$ cat src/rtl/fifo_rd_packer.sv
// Read-domain consumer of the async FIFO: absorbs the one-cycle read latency and
// packs Ratio narrow words per wide beat onto a valid/ready stream, with flush.
module fifo_rd_packer #(
    parameter int Width = 4,
    parameter int Ratio = 4,
    parameter int CntW  = 16
) (
    input  logic                     rclk,
    input  logic                     r_rst,
    input  logic                     fifo_empty,
    input  logic [Width-1:0]         fifo_rdata,
    output logic                     fifo_ren,
    input  logic                     flush,
    output logic [Width*Ratio-1:0]   out_data,
    output logic [Ratio-1:0]         out_keep,
    output logic                     out_valid,
    input  logic                     out_ready,
    output logic [CntW-1:0]          beat_cnt
);

    localparam int CW = $clog2(Ratio + 1);
    localparam int LW = (Ratio > 1) ? $clog2(Ratio) : 1;

    logic [CW-1:0]                 r_cnt;
    logic                          r_rd_pend;
    logic                          r_flush_pend;
    logic [Ratio-1:0][Width-1:0]   r_acc;
    logic [Ratio-1:0][Width-1:0]   r_out_data;
    logic [Ratio-1:0]              r_out_keep;
    logic                          r_out_valid;
    logic [CntW-1:0]               r_beat_cnt;

    logic [CW:0]                   w_fill;
    logic                          w_has_data;
    logic                          w_flush_req;
    logic                          w_slot_free;
    logic                          w_full;
    logic                          w_handoff;
    logic [LW-1:0]                 w_lane;
    logic [CW-1:0]                 w_cnt_base;
    logic [CW-1:0]                 w_cnt_nxt;
    logic [Ratio-1:0]              w_keep;
    logic [Ratio-1:0][Width-1:0]   w_beat;

    assign w_fill      = {1'b0, r_cnt} + (CW + 1)'(r_rd_pend);
    assign w_has_data  = (r_cnt != '0) | r_rd_pend;
    // A flush arriving with a word still in flight must stop further reads at once,
    // otherwise a fresh word would slip into the partial beat before it closes.
    assign w_flush_req = r_flush_pend | (flush & w_has_data);
    assign w_slot_free = ~r_out_valid | out_ready;
    assign w_full      = (r_cnt == CW'(Ratio));
    assign w_handoff   = w_slot_free &
                         (w_full | (w_flush_req & ~r_rd_pend & (r_cnt != '0)));

    assign fifo_ren    = r_rst & ~fifo_empty & ~w_flush_req & (w_fill < (CW + 1)'(Ratio));

    assign w_lane      = w_handoff ? '0 : r_cnt[LW-1:0];
    assign w_cnt_base  = w_handoff ? '0 : r_cnt;
    assign w_cnt_nxt   = w_cnt_base + CW'(r_rd_pend);

    always_comb begin
        w_keep = '0;
        w_beat = '0;
        for (int unsigned i = 0; i < Ratio; i++) begin
            w_keep[i] = (i < 32'(r_cnt));
            w_beat[i] = w_keep[i] ? r_acc[i] : '0;
        end
    end

    always_ff @(posedge rclk) begin
        if (r_rst && r_rd_pend) begin
            r_acc[w_lane] <= fifo_rdata;
        end
    end

    always_ff @(posedge rclk) begin
        if (!r_rst) begin
            r_cnt        <= '0;
            r_rd_pend    <= 1'b0;
            r_flush_pend <= 1'b0;
            r_out_data   <= '0;
            r_out_keep   <= '0;
            r_out_valid  <= 1'b0;
            r_beat_cnt   <= '0;
        end else begin
            r_rd_pend    <= fifo_ren;
            r_flush_pend <= w_flush_req & ~w_handoff;
            r_cnt        <= w_cnt_nxt;
            if (w_handoff) begin
                r_out_data  <= w_beat;
                r_out_keep  <= w_keep;
                r_out_valid <= 1'b1;
            end else if (out_ready) begin
                r_out_valid <= 1'b0;
            end
            if (r_out_valid && out_ready) begin
                r_beat_cnt <= r_beat_cnt + CntW'(1);
            end
        end
    end

    assign out_data  = r_out_data;
    assign out_keep  = r_out_keep;
    assign out_valid = r_out_valid;
    assign beat_cnt  = r_beat_cnt;

endmodule
$ cat config.mk
export PLATFORM = sky130hd
export DESIGN_NAME = fifo_rd_packer
export DESIGN_NICKNAME = d
export VERILOG_FILES = /design/src/rtl/fifo_rd_packer.sv
export SDC_FILE = /design/constraint.sdc
export NUM_CORES = 1
export LEC_CHECK = 0
export ABC_AREA = 1
export BUFFER_PORTS_ARGS = -buffer_cell sky130_fd_sc_hd__clkbuf_2
export CORE_MARGIN = 8
export CORE_UTILIZATION = 46
export CTS_CLUSTER_DIAMETER = 50
export DETAILED_ROUTE_END_ITERATION = 6
export PLACE_DENSITY = 0.73
export SLEW_MARGIN = 20
export SYNTH_ARGS = -nofsm -noshare
export SYNTH_HDL_FRONTEND = slang
export SYNTH_SLANG_ARGS = --single-unit
$ cat constraint.sdc
create_clock -name rclk -period 2.7 [get_ports rclk]
set_input_delay 0 -clock rclk [delete_from_list [all_inputs] [get_ports rclk]]
set_output_delay 0 -clock rclk [all_outputs]
set_load 0.1 [all_outputs]
* Word level (Yosys, flattened, before mapping) *
Index checks and enable logic that the tools add are counted.

operators by class
  add/sub/neg operators = 3
  order comparisons = 7
  equality and inequality tests = 1
  mux-type cells = 11
  bitwise operators = 17
  reduce and logical (&&, ||, !) cells = 5

operator list
  kind                   count
  $mux 4                 5
  $add 16x1->16 const B  1
  $bwmux 16              1
  $and 1x1->1            8
  $demux 4 s2            1
  $lt 1x3->1 const A     2
  $lt 2x3->1 const A     2
  $not 1->1              5
  $add 3x1->4            1
  $lt 4x3->1 const B     1
  $or 1x1->1             4
  $add 3x1->3            1
  $eq 3x3->1 const B     1
  $logic_and 1x1->1      3
  $lt 2x3->1 const B     1
  $mux 3                 1
  $reduce_bool 3->1      1
  $ge 2x1->1 const B     1
  $mux 1                 2
  $mux 2                 1
  $reduce_bool 2->1      1

word-level totals
  register bits after elaboration = 58
  input bits = 9
  output and inout port bits = 38
  word-level logic and storage cells = 58

* Depth between registers and ports, before layout *
Gate-level depths: netlist of run 1.

  depth after elaboration = 14
  mapped depth = 11
  mapped depth without buffers = 10

* Worst setup path after synthesis of run 1 *
OpenSTA, ideal clock, no wires.

  path type = register to output
  start point = register r_cnt[1]
  end point = output port fifo_ren
  data arrival time = 3.467 ns
  data required time = 2.700 ns
  path slack = -0.767 ns
  stages on the path, launching flop included = 6
  path buffers = 0
  cell sequence = dfxtp_1 > nor2_2 > nand3_1 > nand2_1 > nand2_2 > nor4_1

between the ends
  longest elaborated chain between the ends = 7

RTL lines
  element                                              line  text
  from (decl)                                          24    logic [CW-1:0] r_cnt;
  from (signal assigned)                               88    r_cnt <= w_cnt_nxt;
  branches (longest 6 deep; another with $add 3x1->4)  --
  $and 1x1->1 (*)                                      55    assign fifo_ren = r_rst & ~fifo_empty & ~w_flush_req & (w_fill < (CW + 1)'(Ratio));
  to (decl)                                            12    output logic fifo_ren,

Mark *: on every way between the ends.

==> flow_summary.yaml, run 1 <==
run_status:
  status: "finished clean"
detailed_routing:
  vias: 1826
  drt_wl_total_um: 4900
  viasPerCell: 4.82
  drc_errors: 0
  first_pass_iters: 4
  wl_per_cell_um: 12.9
  drt_iter0_drc: 139
  drtAntennaViolNets: 0
grt:
  grt_usage_pct: 14.3
  grt_max_degree: 32
  grt_pass1_wl_um: 8370
  antenna_found_initial: 0
  grt.overflow.total: 0
  grt_pass1_vias: 1765
timing:
  final.min_clock_period_ns: 1.97
  hold_viol_final: 0
  maxSlewViolCount: 0
  skew_ns: 0.00313
  finalSetupViolations: 0
  fmax_ghz: 0.507
  worst_pin_slew_ns: 0.630
  rsz0062_at_grt: "no"
  min_period_over_period_pct: 73.1
  setup_tns_ns: 0
  maxSlewHeadroom_pct: 57.7
clocking:
  clkLatencyLatePin_ns: 0.33
  clock_path_buffers: 2
  cts-htree-levels: 3
  numCtsBuffers: 9
  clock_sinks: 58
  post_cts_buffers: 0
  cts_tree: "built"
  cts_root_buf: "clkbuf_8"
  cts.clk_slew.worst_paths_ns: 0.06
yosys:
  yosys.cell_types.count: 32
  synthTopCellsByArea: "dfxtp_1 (36%), edfxtp_1 (21%), nand2_1 (7.2%)"
  postSynthAreaPerCell_um2: 9.16
  synth_nets: 262
  yosysTopAreaCell: "dfxtp_1"
  seq_area_frac_synth_pct: 57.3
  synth_top_area_share_pct: 36.4
  synth_cells: 252
  synth_area_mm2: 0.00231
  ys_warn_count: 0
  synth-seq-cells: 58
power_and_ir_drop:
  p_sw_share_pct: 26.6
  total_leakage_power_nw: 1.24
  ir_drop_mv: 0.482
  pwr-share-comb_pct: 11.5
  netSwitchingPower_uw: 534
  p_seq_share_pct: 46.1
  power.density_mw_per_mm2: 706
  p_int_mw: 1.47
  power_frac_clock_pct: 42.4
floorplan:
  dieArea_mm2: 0.00754
  core_area_mm2: 0.00479
  die_y_um: 86.8
  io_pins: 47
  num_rows: 25
  start_util_pct: 48.2
  die_x_um: 86.8
final_layout:
  multi_input_comb_area_um2: 845
  layout.nets: 317
  drive_gt1_share_pct: 25.0
  regArea_mm2: 0.00132
  area_delta_synth_final_pct: 23.4
  layout_common_cells: "clkbuf_2 (46), nand2_1 (44), dfxtp_1 (42)"
  antenna_cells: 0
  fillers: 423
  design_area_mm2: 0.00285
  final_common_cell: "clkbuf_2"
place:
  gp_congestion: 0.852
  post-dp-hpwl_um: 3420
  place_area_mm2: 0.00258
  portBuffers: 46
critical_path:
  crit_path_end_kind: "register"
  cp-start-kind: "register"
  worst-path-max-fanout: 31
  arrival_ns: 1.97
  crit_type: "register to register"
  cp.required_ns: 2.70
min_path:
  hp-class: "input port to register"
job:
  timing.max_cap.violations: 0
-- power by group through the flow --
stage / logic (mW) / clock network (mW) / registers (mW)
after floorplan: 0.110 / 0 / 1.03
after global placement: 0.223 / 0 / 0.944
after detailed placement: 0.225 / 0 / 0.944
after CTS: 0.233 / 0.863 / 0.925
after global routing: 0.250 / 0.909 / 0.928
final: 0.231 / 0.852 / 0.925
-- final timing paths --
path,from,to,slack (ns),cells after the start
worst max-delay path,r_cnt[1],r_acc[2],0.73,8
worst min-delay path,flush,r_flush_pend,0.05,5
worst max register to register,r_cnt[1],r_acc[2],0.73,8
worst min register to register,out_keep[0],out_keep[0],0.45,2
-- layout make-up --
cell class,instances,share of cell area (%)
Clock buffer,10,4.48
Clock inverter,6,2.86
Timing Repair Buffer,53,10.5
Multi-Input combinational cell,161,29.7
Inverter,24,3.16
Tap cell,67,2.95
Sequential cell,58,46.4
-- Yosys cell counts, drive strengths merged --
master  count
nor3        6
xor2        4
nand2      49
or2         1
clkbuf      3
nor3b       2
dfxtp      42
o21bai      1
nor4        2
nor2       27
o21a        2
nand4      16
a21o        1
o21ai       7
buf         6
nand3      26
a21oi      16
inv        23
edfxtp     16
clkinv      1
ha          1
-- flip-flops by register name, summed over array words and instances (netlist names) --
| register | count |
|---|---|
| out_keep | 4 |
| r_flush_pend | 1 |
| r_acc | 16 |
| out_data | 16 |
| r_rd_pend | 1 |
| out_valid | 1 |
| beat_cnt | 16 |
| r_cnt | 3 |
-- layer usage --
metal | GRT usage (%) | vias to the layer above | wire length [um]
li1 | - | 965 | -
met1 | 17.6 | 808 | 2260
met2 | 20.9 | 45 | 2230
met3 | 4.82 | 8 | 285
met4 | 9.08 | 0 | 125
met5 | 0 | - | 0
-- per-stage QoR --
| step | setup slack (ns) | utilization [%] | hold slack (ns) | power [mW] | instances |
|---|---|---|---|---|---|
| 6_report | 0.726 | 59.5 | 0.0480 | 2.01 | 379 |
| 5_1_grt | 0.486 | 59.5 | 0.0740 | 2.09 | 379 |
| 4_1_cts | 0.719 | 59.5 | 0.0316 | 2.02 | 379 |
| 3_5_place_dp | 0.729 | 53.9 | 0.209 | 1.17 | 357 |
| 3_3_place_gp | 0.803 | 53.9 | 0.210 | 1.17 | 357 |
| 2_1_floorplan | 0.421 | - | 0.0785 | 1.14 | 252 |
-- critical path, cell delays in order, from the launching register on --
cell	delay, ns
dfxtp_1	0.45
nor2_2	0.06
nand3_1	0.07
nand2_1	0.06
nand2_2	0.10
nand2_2	0.10
nand2_2	0.08
nand3_4	0.27
a21oi_1	0.44
-- repair_timing --
item	CTS	global route
endpoints found under the hold margin	17	0
gates resized for setup	0	0
hold buffers	6	0
-- kinds of logic after synthesis --
kind of cell	count (synthesis)	synth area share (%)
and+or+nand+nor	129	27.2
DFF	58	57.3
AOI/OAI and AO/OA	27	7.10
adders and majority gates	1	0.542
xor gates and xnor gates	4	1.52
buffers and inverters	33	6.40
No activity file was read; power rests on OpenSTA's default activity.
==> run 2, diff against run 1 <==
--- a/config.mk
+++ b/config.mk
@@ -5,13 +5,13 @@
 export SDC_FILE = /design/constraint.sdc
 export NUM_CORES = 1
 export LEC_CHECK = 0
-export ABC_AREA = 1
+export ABC_AREA = 0
 export BUFFER_PORTS_ARGS = -buffer_cell sky130_fd_sc_hd__clkbuf_2
 export CORE_MARGIN = 8
 export CORE_UTILIZATION = 46
 export CTS_CLUSTER_DIAMETER = 50
 export DETAILED_ROUTE_END_ITERATION = 6
-export PLACE_DENSITY = 0.73
+export PLACE_DENSITY = 0.75
 export SLEW_MARGIN = 20
 export SYNTH_ARGS = -nofsm -noshare
 export SYNTH_HDL_FRONTEND = slang
==> constraint.sdc (replaced) <==
create_clock -name rclk -period 1.8 [get_ports rclk]
set_input_delay 0 -clock rclk [delete_from_list [all_inputs] [get_ports rclk]]
set_output_delay 0 -clock rclk [all_outputs]
set_load 0.1 [all_outputs]
==> flow_summary.yaml, run 2 <==
yosys:
  yosysTopAreaCell: "dfxtp_1"
  yosys.cell_types.count: 34
  postSynthAreaPerCell_um2: 10.0
  synth.most_common_cell: "dfxtp_1"
  synth_cells: 230
  async_flop_share_pct: 0
  seq_area_frac_synth_pct: 57.3
  synth_nets: 240
  synth_top_area_share_pct: 36.5
  synthTopCellsByArea: "dfxtp_1 (36%), edfxtp_1 (21%), nand2_1 (5.4%)"
  synth_edf_count: 16
  ys_warn_count: 0
  synthFlopType: "dfxtp_1"
  synth-seq-cells: 58
  synth_commonest_cells: "dfxtp_1 (42), nand2_1 (33), o21ai_0 (19), edfxtp_1 (16), nand3_1 (16)"
  synth_area_mm2: 0.00230
timing:
  fmax_ghz: 0.610
  finalSetupViolations: 0
  fin_hold_ws_ns: 0.0266
  hold_viol_final: 0
  maxSlewViolCount: 0
  rsz0062_at_grt: "no"
  final.min_clock_period_ns: 1.64
  maxSlewHeadroom_pct: 61.5
  skew_ns: 0.00914
  setup_tns_ns: 0
  min_period_over_period_pct: 91.1
  worst_pin_slew_ns: 0.573
critical_path:
  regToRegStartpoint: "r_cnt[0]"
  cpMaxStageDelayCell: "nor4b_4"
  worst-path-max-fanout: 9
  arrival_ns: 1.65
  crit_type: "register to register"
  cp-startpoint: "r_cnt[0]"
  crit_chain: "or3_1 > o211a_2 > nor4b_4"
  cp.required_ns: 1.81
  crit_path_end_kind: "register"
  cp-start-kind: "register"
  critPathMaxStageDelay_ns: 0.40
  critPathBufInv: 0
  cp_top_family: "simple AND/OR/NAND/NOR gates"
grt:
  grt_max_degree: 37
  grt_pass1_vias: 1832
  grt_usage_pct: 14.3
  antenna_found_initial: 0
  grt.overflow.total: 0
  grt_pass1_wl_um: 8490
final_layout:
  area_delta_synth_final_pct: 31.5
  antenna_cells: 0
  layout_common_cells: "clkbuf_2 (45), nand2_1 (33), dfxtp_1 (29)"
  drive_gt1_share_pct: 32.3
  final_common_cell: "clkbuf_2"
  design_area_mm2: 0.00303
  layout.nets: 299
detailed_routing:
  vias: 1804
  viasPerCell: 5.00
  drtAntennaViolNets: 0
  drt_wl_total_um: 4950
  drc_errors: 0
  wl_per_cell_um: 13.7
  drt_iter0_drc: 80
  first_pass_iters: 4
power_and_ir_drop:
  totalPowerFinal_mw: 3.04
  ir_drop_mv: 0.706
  pwr-share-comb_pct: 8.1
  netSwitchingPower_uw: 674
  power_frac_clock_pct: 47.0
  p_int_mw: 2.37
  p_seq_share_pct: 44.9
  power.density_mw_per_mm2: 1000
  total_leakage_power_nw: 1.21
  p_sw_share_pct: 22.1
min_path:
  hp-class: "input port to register"
  min_from: "out_ready"
floorplan:
  dieArea_mm2: 0.00753
  start_util_pct: 48.2
  io_pins: 47
  core_area_mm2: 0.00479
  num_rows: 25
  die_y_um: 86.8
  die_x_um: 86.8
clocking:
  post_cts_buffers: 0
  cts-htree-levels: 3
  numCtsBuffers: 9
  clkLatencyLatePin_ns: 0.33
  clock_path_buffers: 2
  cts.clk_slew.worst_paths_ns: 0.07
  cts_root_buf: "clkbuf_8"
  clock_sinks: 58
  cts_tree: "built"
place:
  portBuffers: 46
  place_area_mm2: 0.00272
  gp_congestion: 0.835
  post-dp-hpwl_um: 3480
run_status:
  status: "finished clean"
job:
  timing.max_cap.violations: 0
## run 2: cell types whose count changed in the layout (fill, tap and decap cells not counted), moves of 8 or more
cell,delta
nor2_1,-14
a21oi_1,-12
dfxtp_1,-13
nand2_1,-11
inv_1,-18
and2_1,+11
buf_4,+8
nand3_1,-9
o21ai_0,+13
## run 2: through the flow
step                instances  worst slack, ns  util, %
global route              361           0.0628     63.3
detailed placement        339            0.109     56.9
global placement          339            0.149     56.9
finish                    361            0.160     63.3
CTS                       361           0.0823     63.2
floorplan                 230           0.0112        -
## run 2: final cells by class
type                            count  area, um^2
Clock buffer                       10         138
Clock inverter                      6         104
Sequential cell                    58        1350
Timing Repair Buffer               61         373
Fill cell                         412        1750
Tap cell                           67        83.8
Multi-Input combinational cell    156         970
Inverter                            3        11.3
## run 2: tightest hold or removal path: stages
cell and delay, ns:
clkbuf_2 0.15, nand3_1 0.10, a21boi_0 0.06
## run 2: power by group through the flow
| stage | combinational (mW) | sequential [mW] | clock [mW] |
|---|---|---|---|
| floorplan | 0.102 | 1.46 | 0 |
| global placement | 0.232 | 1.39 | 0 |
| detailed placement | 0.234 | 1.40 | 0 |
| CTS | 0.245 | 1.37 | 1.46 |
| global route | 0.263 | 1.37 | 1.53 |
| finish | 0.245 | 1.37 | 1.43 |
## run 2: logic make-up after synthesis
| group | Yosys count | share of synthesized area, % |
|---|---|---|
| AOI/OAI and AO/OA | 30 | 7.71 |
| xor gates and xnor gates | 13 | 4.94 |
| adders and majority gates | 1 | 0.543 |
| buffers and inverters | 16 | 2.71 |
| DFF | 58 | 57.3 |
| muxes | 4 | 1.74 |
| and+or+nand+nor | 108 | 25.0 |
## run 2: path summary, 6_finish.rpt
path                       to  slack [ns]  cells past startpoint
setup reg to reg     r_acc[9]        0.16                      3
hold / removal    beat_cnt[1]        0.03                      3
hold reg to reg   out_keep[2]        0.46                      2
setup / recovery     r_acc[9]        0.16                      3
## run 2: layer usage
metal | vias to the layer above | GRT usage (%) | part of all wire [%]
li1 | 923 | - | -
met1 | 837 | 15.1 | 42
met2 | 40 | 24.1 | 50
met3 | 4 | 7.47 | 7.1
met4 | 0 | 4.23 | 0.73
met5 | - | 0 | 0
## run 2: what timing repair did
item	in CTS	in global routing
hold buffers	6	0
resized for setup	0	2
hold endpoints to repair	18	0
endpoints found under the setup margin	0	5
